**src/rtl/board_pkg.sv**
```systemverilog
// Shared definitions for the tic-tac-toe board scanner: cell/winner codes,
// FSM states, board geometry and the winning-line index table.
package board_pkg;

  localparam int NUM_CELLS = 9;
  localparam int NUM_LINES = 8;

  typedef enum logic [1:0] {
    CELL_EMPTY   = 2'b00,
    CELL_X       = 2'b01,
    CELL_O       = 2'b10,
    CELL_INVALID = 2'b11
  } cell_t;

  typedef enum logic [1:0] {
    WIN_NONE = 2'b00,
    WIN_X    = 2'b01,
    WIN_O    = 2'b10
  } winner_t;

  typedef enum logic [1:0] {IDLE, READ, EVAL, DONE} state_t;

  typedef struct packed {
    logic [3:0] a;
    logic [3:0] b;
    logic [3:0] c;
  } line_t;

  // Rows, then columns, then the two diagonals; order sets win priority.
  function automatic line_t line_cells(input logic [2:0] l);
    line_t t;
    case (l)
      3'd0:    t = '{4'd0, 4'd1, 4'd2};
      3'd1:    t = '{4'd3, 4'd4, 4'd5};
      3'd2:    t = '{4'd6, 4'd7, 4'd8};
      3'd3:    t = '{4'd0, 4'd3, 4'd6};
      3'd4:    t = '{4'd1, 4'd4, 4'd7};
      3'd5:    t = '{4'd2, 4'd5, 4'd8};
      3'd6:    t = '{4'd0, 4'd4, 4'd8};
      default: t = '{4'd2, 4'd4, 4'd6};
    endcase
    return t;
  endfunction

endpackage

```
**src/rtl/board_scanner_if.sv**
```systemverilog
// Scan request, grid read port and result signals of the board scanner.
interface board_scanner_if;
  logic       start;
  logic [3:0] rd_sel;
  logic [1:0] rd_value;
  logic       busy;
  logic       done;
  logic [1:0] winner;
  logic       draw;
  logic [2:0] win_line;

  modport master (
    output start, rd_value,
    input  rd_sel, busy, done, winner, draw, win_line
  );

  modport slave (
    input  start, rd_value,
    output rd_sel, busy, done, winner, draw, win_line
  );
endinterface

```
**src/rtl/board_line_check.sv**
```systemverilog
// Combinational check of one winning line: three equal X or O cells.
module board_line_check
  import board_pkg::*;
(
  input  logic [1:0] a,
  input  logic [1:0] b,
  input  logic [1:0] c,
  output logic       match,
  output logic [1:0] owner
);
  // INVALID never matches, so it behaves exactly like EMPTY here.
  always_comb begin
    match = (a == b) && (b == c) && ((a == CELL_X) || (a == CELL_O));
    owner = match ? a : '0;
  end
endmodule

```
**src/rtl/board_scanner.sv**
```systemverilog
// Reads a 3x3 board into a snapshot, then evaluates the eight winning lines
// one per cycle through a single shared line checker.
module board_scanner #(
  parameter int NUM_CELLS = board_pkg::NUM_CELLS,
  parameter int NUM_LINES = board_pkg::NUM_LINES
) (
  input logic            clk,
  input logic            reset,
  board_scanner_if.slave bus
);
  import board_pkg::*;

  state_t     state_q, state_d;
  logic [3:0] cnt_q;
  logic [1:0] snap_q [NUM_CELLS];
  logic [1:0] winner_q;
  logic       draw_q;
  logic [2:0] win_line_q;

  line_t      line;
  logic       match;
  logic [1:0] owner;
  logic       full;
  logic       read_last, eval_last;

  assign line      = line_cells(cnt_q[2:0]);
  assign read_last = (cnt_q == 4'(NUM_CELLS - 1));
  assign eval_last = (cnt_q == 4'(NUM_LINES - 1));

  board_line_check u_check (
    .a     (snap_q[line.a]),
    .b     (snap_q[line.b]),
    .c     (snap_q[line.c]),
    .match (match),
    .owner (owner)
  );

  always_comb begin
    full = 1'b1;
    for (int i = 0; i < NUM_CELLS; i++) begin
      if (!((snap_q[i] == CELL_X) || (snap_q[i] == CELL_O))) full = 1'b0;
    end
  end

  always_comb begin
    state_d = state_q;
    case (state_q)
      IDLE:    if (bus.start) state_d = READ;
      READ:    if (read_last) state_d = EVAL;
      EVAL:    if (eval_last) state_d = DONE;
      default: state_d = IDLE;
    endcase
  end

  always_ff @(posedge clk) begin
    if (reset) begin
      state_q    <= IDLE;
      cnt_q      <= '0;
      winner_q   <= '0;
      draw_q     <= 1'b0;
      win_line_q <= '0;
      for (int i = 0; i < NUM_CELLS; i++) snap_q[i] <= '0;
    end else begin
      state_q <= state_d;
      case (state_q)
        IDLE: begin
          cnt_q <= '0;
          if (bus.start) begin
            winner_q   <= '0;
            draw_q     <= 1'b0;
            win_line_q <= '0;
          end
        end
        READ: begin
          snap_q[cnt_q] <= bus.rd_value;
          cnt_q         <= read_last ? '0 : cnt_q + 4'd1;
        end
        EVAL: begin
          // First matching line wins; later matches leave the result alone.
          if (match && (winner_q == WIN_NONE)) begin
            winner_q   <= owner;
            win_line_q <= cnt_q[2:0];
          end
          if (eval_last) draw_q <= (winner_q == WIN_NONE) && !match && full;
          cnt_q <= eval_last ? '0 : cnt_q + 4'd1;
        end
        default: cnt_q <= '0;
      endcase
    end
  end

  always_comb begin
    bus.rd_sel   = (state_q == READ) ? cnt_q : '0;
    bus.busy     = (state_q == READ) || (state_q == EVAL);
    bus.done     = (state_q == DONE);
    bus.winner   = winner_q;
    bus.draw     = draw_q;
    bus.win_line = win_line_q;
  end

endmodule

```
**src/flat_wrapper.sv**
```systemverilog
// flat-port wrapper written by rule: the top's interface ports become plain ports
module board_scanner_flat import board_pkg::*;
#(
  parameter int NUM_CELLS = board_pkg::NUM_CELLS,
  parameter int NUM_LINES = board_pkg::NUM_LINES
)
  (clk, reset, bus_start, bus_rd_value, bus_rd_sel, bus_busy, bus_done, bus_winner, bus_draw, bus_win_line);
  board_scanner_if bus_i ();
  input logic clk;
  input logic reset;
  input wire logic [$bits(bus_i.start)-1:0] bus_start;
  input wire logic [$bits(bus_i.rd_value)-1:0] bus_rd_value;
  output wire logic [$bits(bus_i.rd_sel)-1:0] bus_rd_sel;
  output wire logic [$bits(bus_i.busy)-1:0] bus_busy;
  output wire logic [$bits(bus_i.done)-1:0] bus_done;
  output wire logic [$bits(bus_i.winner)-1:0] bus_winner;
  output wire logic [$bits(bus_i.draw)-1:0] bus_draw;
  output wire logic [$bits(bus_i.win_line)-1:0] bus_win_line;
  assign bus_i.start = bus_start;
  assign bus_i.rd_value = bus_rd_value;
  assign bus_rd_sel = bus_i.rd_sel;
  assign bus_busy = bus_i.busy;
  assign bus_done = bus_i.done;
  assign bus_winner = bus_i.winner;
  assign bus_draw = bus_i.draw;
  assign bus_win_line = bus_i.win_line;
  board_scanner #(.NUM_CELLS(NUM_CELLS), .NUM_LINES(NUM_LINES)) u_core (.clk(clk), .reset(reset), .bus(bus_i));
endmodule
```
**config.mk**
```make
export PLATFORM = sky130hd
export DESIGN_NAME = board_scanner_flat
export DESIGN_NICKNAME = d
export VERILOG_FILES = /design/src/rtl/board_pkg.sv /design/src/rtl/board_scanner_if.sv /design/src/rtl/board_line_check.sv /design/src/rtl/board_scanner.sv /design/src/flat_wrapper.sv
export SDC_FILE = /design/constraint.sdc
export NUM_CORES = 1
export LEC_CHECK = 0
export CAP_MARGIN = 20
export CORE_ASPECT_RATIO = 0.7
export CORE_MARGIN = 4
export CORE_UTILIZATION = 45
export CTS_CLUSTER_DIAMETER = 150
export DETAILED_ROUTE_END_ITERATION = 10
export SLEW_MARGIN = 10
export SYNTH_ARGS = -nofsm -noshare
export SYNTH_HDL_FRONTEND = slang
export SYNTH_HIERARCHICAL = 1
export SYNTH_SLANG_ARGS = --single-unit
```
**constraint.sdc**
```tcl
create_clock -name clk -period 4 [get_ports clk]
set_input_delay 0.8 -clock clk [delete_from_list [all_inputs] [get_ports clk]]
set_output_delay 0.8 -clock clk [all_outputs]
set_load 0.03 [all_outputs]
```
==> results_dict.tcl, run 1 <==
set metrics [dict create \
    grt_overflow 0 \
    syn_area_mm2 0.002730 \
    drt_first_iter_violations 200 \
    synth_flop_cell "edfxtp_1" \
    drive_above_1_share_pct 12.82 \
    cap_violations 0 \
    yosysUniqueCellTypes 54 \
    ys_ff_latch 44 \
    fmax_mhz 272.7 \
    seq_area_frac_synth_pct 44.00 \
    syn_nets 269 \
    power.density_mw_per_mm2 420.4 \
    htree_num_levels 2 \
    cts_hold_buffers 0 \
    grt_pass1_wl_um 10550 \
    crit_path_max_incr_delay_ns 0.50 \
    numCtsBuffers 5 \
    ir_worst_vdd_v 0.0002614 \
    grt_usage_pct 19.12 \
    cp-start-kind "flop" \
    yosys-top-cells-area "edfxtp_1, dfxtp_1, mux2i_1" \
    core_mm2 0.005813 \
    final.setup.tns_ns 0 \
    routed_wl_um 6650 \
    post_cts_resized 0 \
    diodes 0 \
    rows 23 \
    die_h_um 73.17 \
    synth_edf_count 32 \
    hp-class "flop to flop" \
    clk_pin_slew_ns 0.08 \
    clk_latency_ns 0.30 \
    io_pins 17 \
    leakagePower_nw 1.103 \
    fp.dieW_um 101.1 \
    cp.buffers_inverters 1 \
    syn2layout_area_growth_pct 11.46 \
    rsz0062_at_grt "false" \
    maxSlewViolCount 0 \
    final_core_util_pct 52.35 \
    grt_pass1_vias 1922 \
    worstSetupPathType "flop to flop" \
    cp_top_family "compound AO/OA/AOI/OAI gates" \
    async_flop_share_pct 0 \
    vias 2021 \
    relSlewSlack_pct 61.49 \
    skew_ns 0.009459 \
    worstMarginPinSlew_ns 0.5716 \
    fin_nets 285 \
    root_buffer "clkbuf_8" \
    grt_max_degree 20 \
    ant_nets 0 \
    cp.required_ns 4.23 \
    via_per_inst 5.807 \
    post_cts_buffers 0 \
    path_max_fanout 11 \
    finalSetupViolCount 0 \
    yosysMostFrequentCell "nor2_1" \
    worstPathCellList "inv_1, ha_1, nor2_1, a221oi_2, mux2_2, mux4_2, nor3_1, or2_1, nand2_1, a21oi_2, nand3_1, a21oi_1" \
    dp_hpwl_um 4885 \
    post-route-period-util_pct 91.67 \
    remaining_drc_errors 0 \
    synth_top_area_share_pct 35.20 \
    arrival_ns 3.90 \
    wl_per_cell_um 19.11 \
    synth_cells 256 \
    cts.sinks 44 \
    die-area_mm2 0.007397 \
    final-hold-violation-count 0 \
    cts_tree "yes" \
    yosysWarnings 6 \
    yosys.area.top_type "edfxtp_1" \
    port_buffers 16 \
    fin_crit_ns 3.667 \
    critical_path.slowest_cell "mux4_2" \
    reg2reg_slack_ns 0.33 \
    place_congestion 0.8633 \
    firstDrtPassIters 5 \
    cts_buffer_depth 2 \
    antenna_found_initial 0 \
    end_kind "flop" \
    synth_area_per_cell_um2 10.66 \
    initial_utilization_pct 46.97 \
    status "completed" \
    synthTopCellsByCount "nor2_1, edfxtp_1, mux2i_1, a21oi_1, nand2_1" \
]
[flip-flops by register name, summed over array words and instances, names as in the netlist]
signal and cells:
u_core/snap_q 32, u_core/cnt_q 4, u_core/bus.win_line 3, u_core/bus.winner 2
u_core/state_q 2, u_core/bus.draw 1
[layer usage]
metal,up-vias,routed length [um],track usage (%),part of all wire [%]
met5,-,0,0,0
met4,0,77,4.720,1.2
met3,10,393,4.298,5.9
met2,67,2686,26.38,40
met1,979,3492,29.99,53
li1,965,-,-,-
[final timing paths]
check / startpoint / end / cells after the start
max: u_core/cnt_q[1] / u_core/bus.winner[1] / 12
min: u_core/bus.win_line[2] / u_core/bus.win_line[2] / 2
max reg2reg: u_core/cnt_q[1] / u_core/bus.winner[1] / 12
min reg2reg: u_core/bus.win_line[2] / u_core/bus.win_line[2] / 2
[worst reg2reg max path: cells and delay by family (launching register included)]
kind / cells / cell delay [ns]
simple gates: 5 / 0.87
fa+ha+maj: 1 / 0.43
buf+inv: 1 / 0.12
compound gates: 3 / 0.93
flops: 1 / 0.38
mux: 2 / 0.89
[cells by family after synthesis]
group	count (synthesis)	share of synthesized area [%]
and+or+nand+nor	100	18.70
DFF	44	44.00
adders and majority gates	8	3.667
buffers and inverters	18	3.483
xor gates and xnor gates	11	3.529
AOI/OAI and AO/OA	42	10.59
muxes	33	16.04
[through the flow]
stage / worst slack [ns] / hold slack (ns) / total power, W / cells / instance area (um2)
after floorplan: 0.8325 / 0.4635 / 0.0008846 / 256 / 2730
after global placement: 0.4427 / 0.4595 / 0.0009984 / 340 / 2953
after detailed placement: 0.2435 / 0.4564 / 0.0009980 / 340 / 2953
after CTS: 0.2071 / 0.4704 / 0.001269 / 348 / 3034
after global routing: 0.04684 / 0.4905 / 0.001347 / 348 / 3043
final: 0.3332 / 0.4677 / 0.001279 / 348 / 3043
[cell type report]
class | instances | area, um2
fill | 539 | 2770
multi-input combinational | 194 | 1443
timing repair buffer | 22 | 205.2
tap | 75 | 93.84
inverter | 5 | 18.77
clock buffer | 7 | 76.32
clock inverter | 1 | 5.005
sequential | 44 | 1201
[power breakdown]
| part | switching (W) | internal (W) |
|---|---|---|
| clock | 0.000152 | 0.000123 |
| combinational | 0.000268 | 0.000197 |
| sequential | 0.0000282 | 0.000512 |
[placed cells by master, fill, tap and decap left out, drive strengths merged, types with 2 or more instances in the layout]
cell / instances
o21a: 3
mux4: 6
nand2: 14
o21ai: 7
mux2: 8
clkdlybuf4s50: 16
a21oi: 13
inv: 5
clkbuf: 7
dfxtp: 12
and2: 5
nand4: 2
or2: 3
o21bai: 6
nor2: 39
a21o: 2
nand4b: 3
buf: 6
mux2i: 19
ha: 8
nor3: 4
edfxtp: 32
a32oi: 2
nand2b: 13
xor2: 10
nor2b: 3
nand3: 8
(Power assumes the default switching activity.)
==> run 2: changes to the inputs <==
--- a/config.mk
+++ b/config.mk
@@ -9,6 +9,7 @@
 export CORE_ASPECT_RATIO = 0.7
 export CORE_MARGIN = 4
 export CORE_UTILIZATION = 45
+export CTS_BUF_LIST = sky130_fd_sc_hd__clkbuf_8
 export CTS_CLUSTER_DIAMETER = 150
 export DETAILED_ROUTE_END_ITERATION = 10
 export SLEW_MARGIN = 10
==> run 2 against run 1 <==
Register-to-register slack about the same. Largest cell class unchanged. Total power shrank 0.46%. Global-route usage unchanged. Final area is the same. Highest routed layer unchanged. Count of clock-buffer cells in the layout decreased by 2. Clock power fell by 2%. Critical path type unchanged. Die area unchanged. Setup slack gained 0.0044 ns.
==> results_dict.tcl, run 2 (same netlist as run 1, synthesis figures left out) <==
set metrics [dict create \
    combPwrFrac_pct 36.5 \
    cts_hold_buffers 0 \
    vias 2023 \
    die_h_um 73.17 \
    dp_hpwl_um 4885 \
    fmax_mhz 273.0 \
    core_mm2 0.005813 \
    port_buffers 16 \
    finalSetupViolCount 0 \
    total_power_w 0.001273 \
    clk_latency_ns 0.30 \
    arrival_ns 3.90 \
    largest_register_ffs 32 \
    grt_max_degree 20 \
    ff_latch_area_mm2 0.001201 \
    cap_violations 0 \
    path_max_fanout 11 \
    wl_per_cell_um 19.09 \
    cp_top_family "compound AO/OA/AOI/OAI gates" \
    ant_nets 0 \
    fp.dieW_um 101.1 \
    rows 23 \
    root_buffer "clkbuf_8" \
    maxSlewViolCount 0 \
    leakagePower_nw 1.112 \
    drt_first_iter_violations 200 \
    skew_ns 0.009431 \
    final_core_util_pct 52.35 \
    post_cts_resized 0 \
    via_per_inst 5.813 \
    end_kind "flop" \
    worstPathCellList "inv_1, ha_1, nor2_1, a221oi_2, mux2_2, mux4_2, nor3_1, or2_1, nand2_1, a21oi_2, nand3_1, a21oi_1" \
    top_register "u_core/snap_q" \
    grt_overflow 0 \
    swShare_pct 35.12 \
    p_int_w 0.0008263 \
    crit_path_max_incr_delay_ns 0.50 \
    final-hold-violation-count 0 \
    power_frac_seq_pct 42.4 \
    routed_wl_um 6643 \
    worstMarginPinSlew_ns 0.5711 \
    status "completed" \
    post_cts_buffers 0 \
    fin_cells 348 \
    final_cell_mix "nor2_1, edfxtp_1, mux2i_1" \
    die-area_mm2 0.007397 \
    numCtsBuffers 5 \
    initial_utilization_pct 46.97 \
    pwr-share-clk_pct 21.1 \
    post-route-period-util_pct 91.56 \
    worstSetupPathType "flop to flop" \
    antenna_found_initial 0 \
    clk_pin_slew_ns 0.08 \
    cp.buffers_inverters 1 \
    htree_num_levels 2 \
    hp-class "flop to flop" \
    cts_tree "yes" \
    cp.required_ns 4.23 \
    diodes 0 \
    fin_crit_ns 3.662 \
    grt_usage_pct 19.12 \
    ir_worst_vdd_v 0.0002614 \
    grt_pass1_wl_um 10550 \
    multi_input_area_mm2 0.001443 \
    relSlewSlack_pct 61.53 \
    grt_pass1_vias 1922 \
    cp-start-kind "flop" \
    syn2layout_area_growth_pct 11.46 \
    power_switching_w 0.0004472 \
    fillerInstances 539 \
    fin_nets 285 \
    final_common_cell "nor2_1" \
    remaining_drc_errors 0 \
    cts_buffer_depth 2 \
    power.density_mw_per_mm2 418.5 \
    firstDrtPassIters 5 \
    io_pins 17 \
    placed_cells 340 \
    critical_path.slowest_cell "mux4_2" \
    place_congestion 0.8633 \
    rsz0062_at_grt "false" \
    cts.sinks 44 \
    drive_above_1_share_pct 12.82 \
    final.setup.tns_ns 0 \
]
run 2: cell type report:
cell class,count,share of cell area (%)
Clock buffer,5,2.262
Clock inverter,3,0.4112
Inverter,5,0.6168
Multi-Input combinational cell,194,47.41
Sequential cell,44,39.47
Tap cell,75,3.084
Timing Repair Buffer,22,6.743
run 2: metal layers:
metal	routed length, um	part of all wire (%)	global-route usage (%)
met1	3465	52	29.99
met3	395	5.9	4.298
met4	82	1.2	4.720
met2	2700	41	26.38
met5	0	0	0
run 2: path summary, 6_finish.rpt:
path	endpoint	depth (start not counted)	from	slack, ns
setup / recovery	u_core/bus.winner[1]	12	u_core/cnt_q[1]	0.34
setup reg to reg	u_core/bus.winner[1]	12	u_core/cnt_q[1]	0.34
hold reg to reg	u_core/bus.win_line[2]	2	u_core/bus.win_line[2]	0.47
hold / removal	u_core/bus.win_line[2]	2	u_core/bus.win_line[2]	0.47
run 2: stage by stage:
step	instance area [um2]	setup WS [ns]	hold WS, ns
final	3043	0.3376	0.4677
after global routing	3043	0.04673	0.4905
after CTS	3034	0.2070	0.4704
after detailed placement	2953	0.2435	0.4564
after global placement	2953	0.4427	0.4595
after floorplan	2730	0.8325	0.4635
run 2: power by group through the flow:
stage                     registers [W]  clock network (W)  logic [W]
after floorplan                0.000540                  0   0.000345
after global placement         0.000548                  0   0.000450
after detailed placement       0.000549                  0   0.000449
after CTS                      0.000538           0.000275   0.000451
after global routing           0.000543           0.000294   0.000506
final                          0.000540           0.000269   0.000465
run 2: worst reg2reg max path, stage by stage (launching register included):
cell	delay, ns
dfxtp_1	0.38
inv_1	0.12
ha_1	0.43
nor2_1	0.16
a221oi_2	0.48
mux2_2	0.39
mux4_2	0.50
nor3_1	0.33
or2_1	0.18
nand2_1	0.08
a21oi_2	0.29
nand3_1	0.12
a21oi_1	0.16
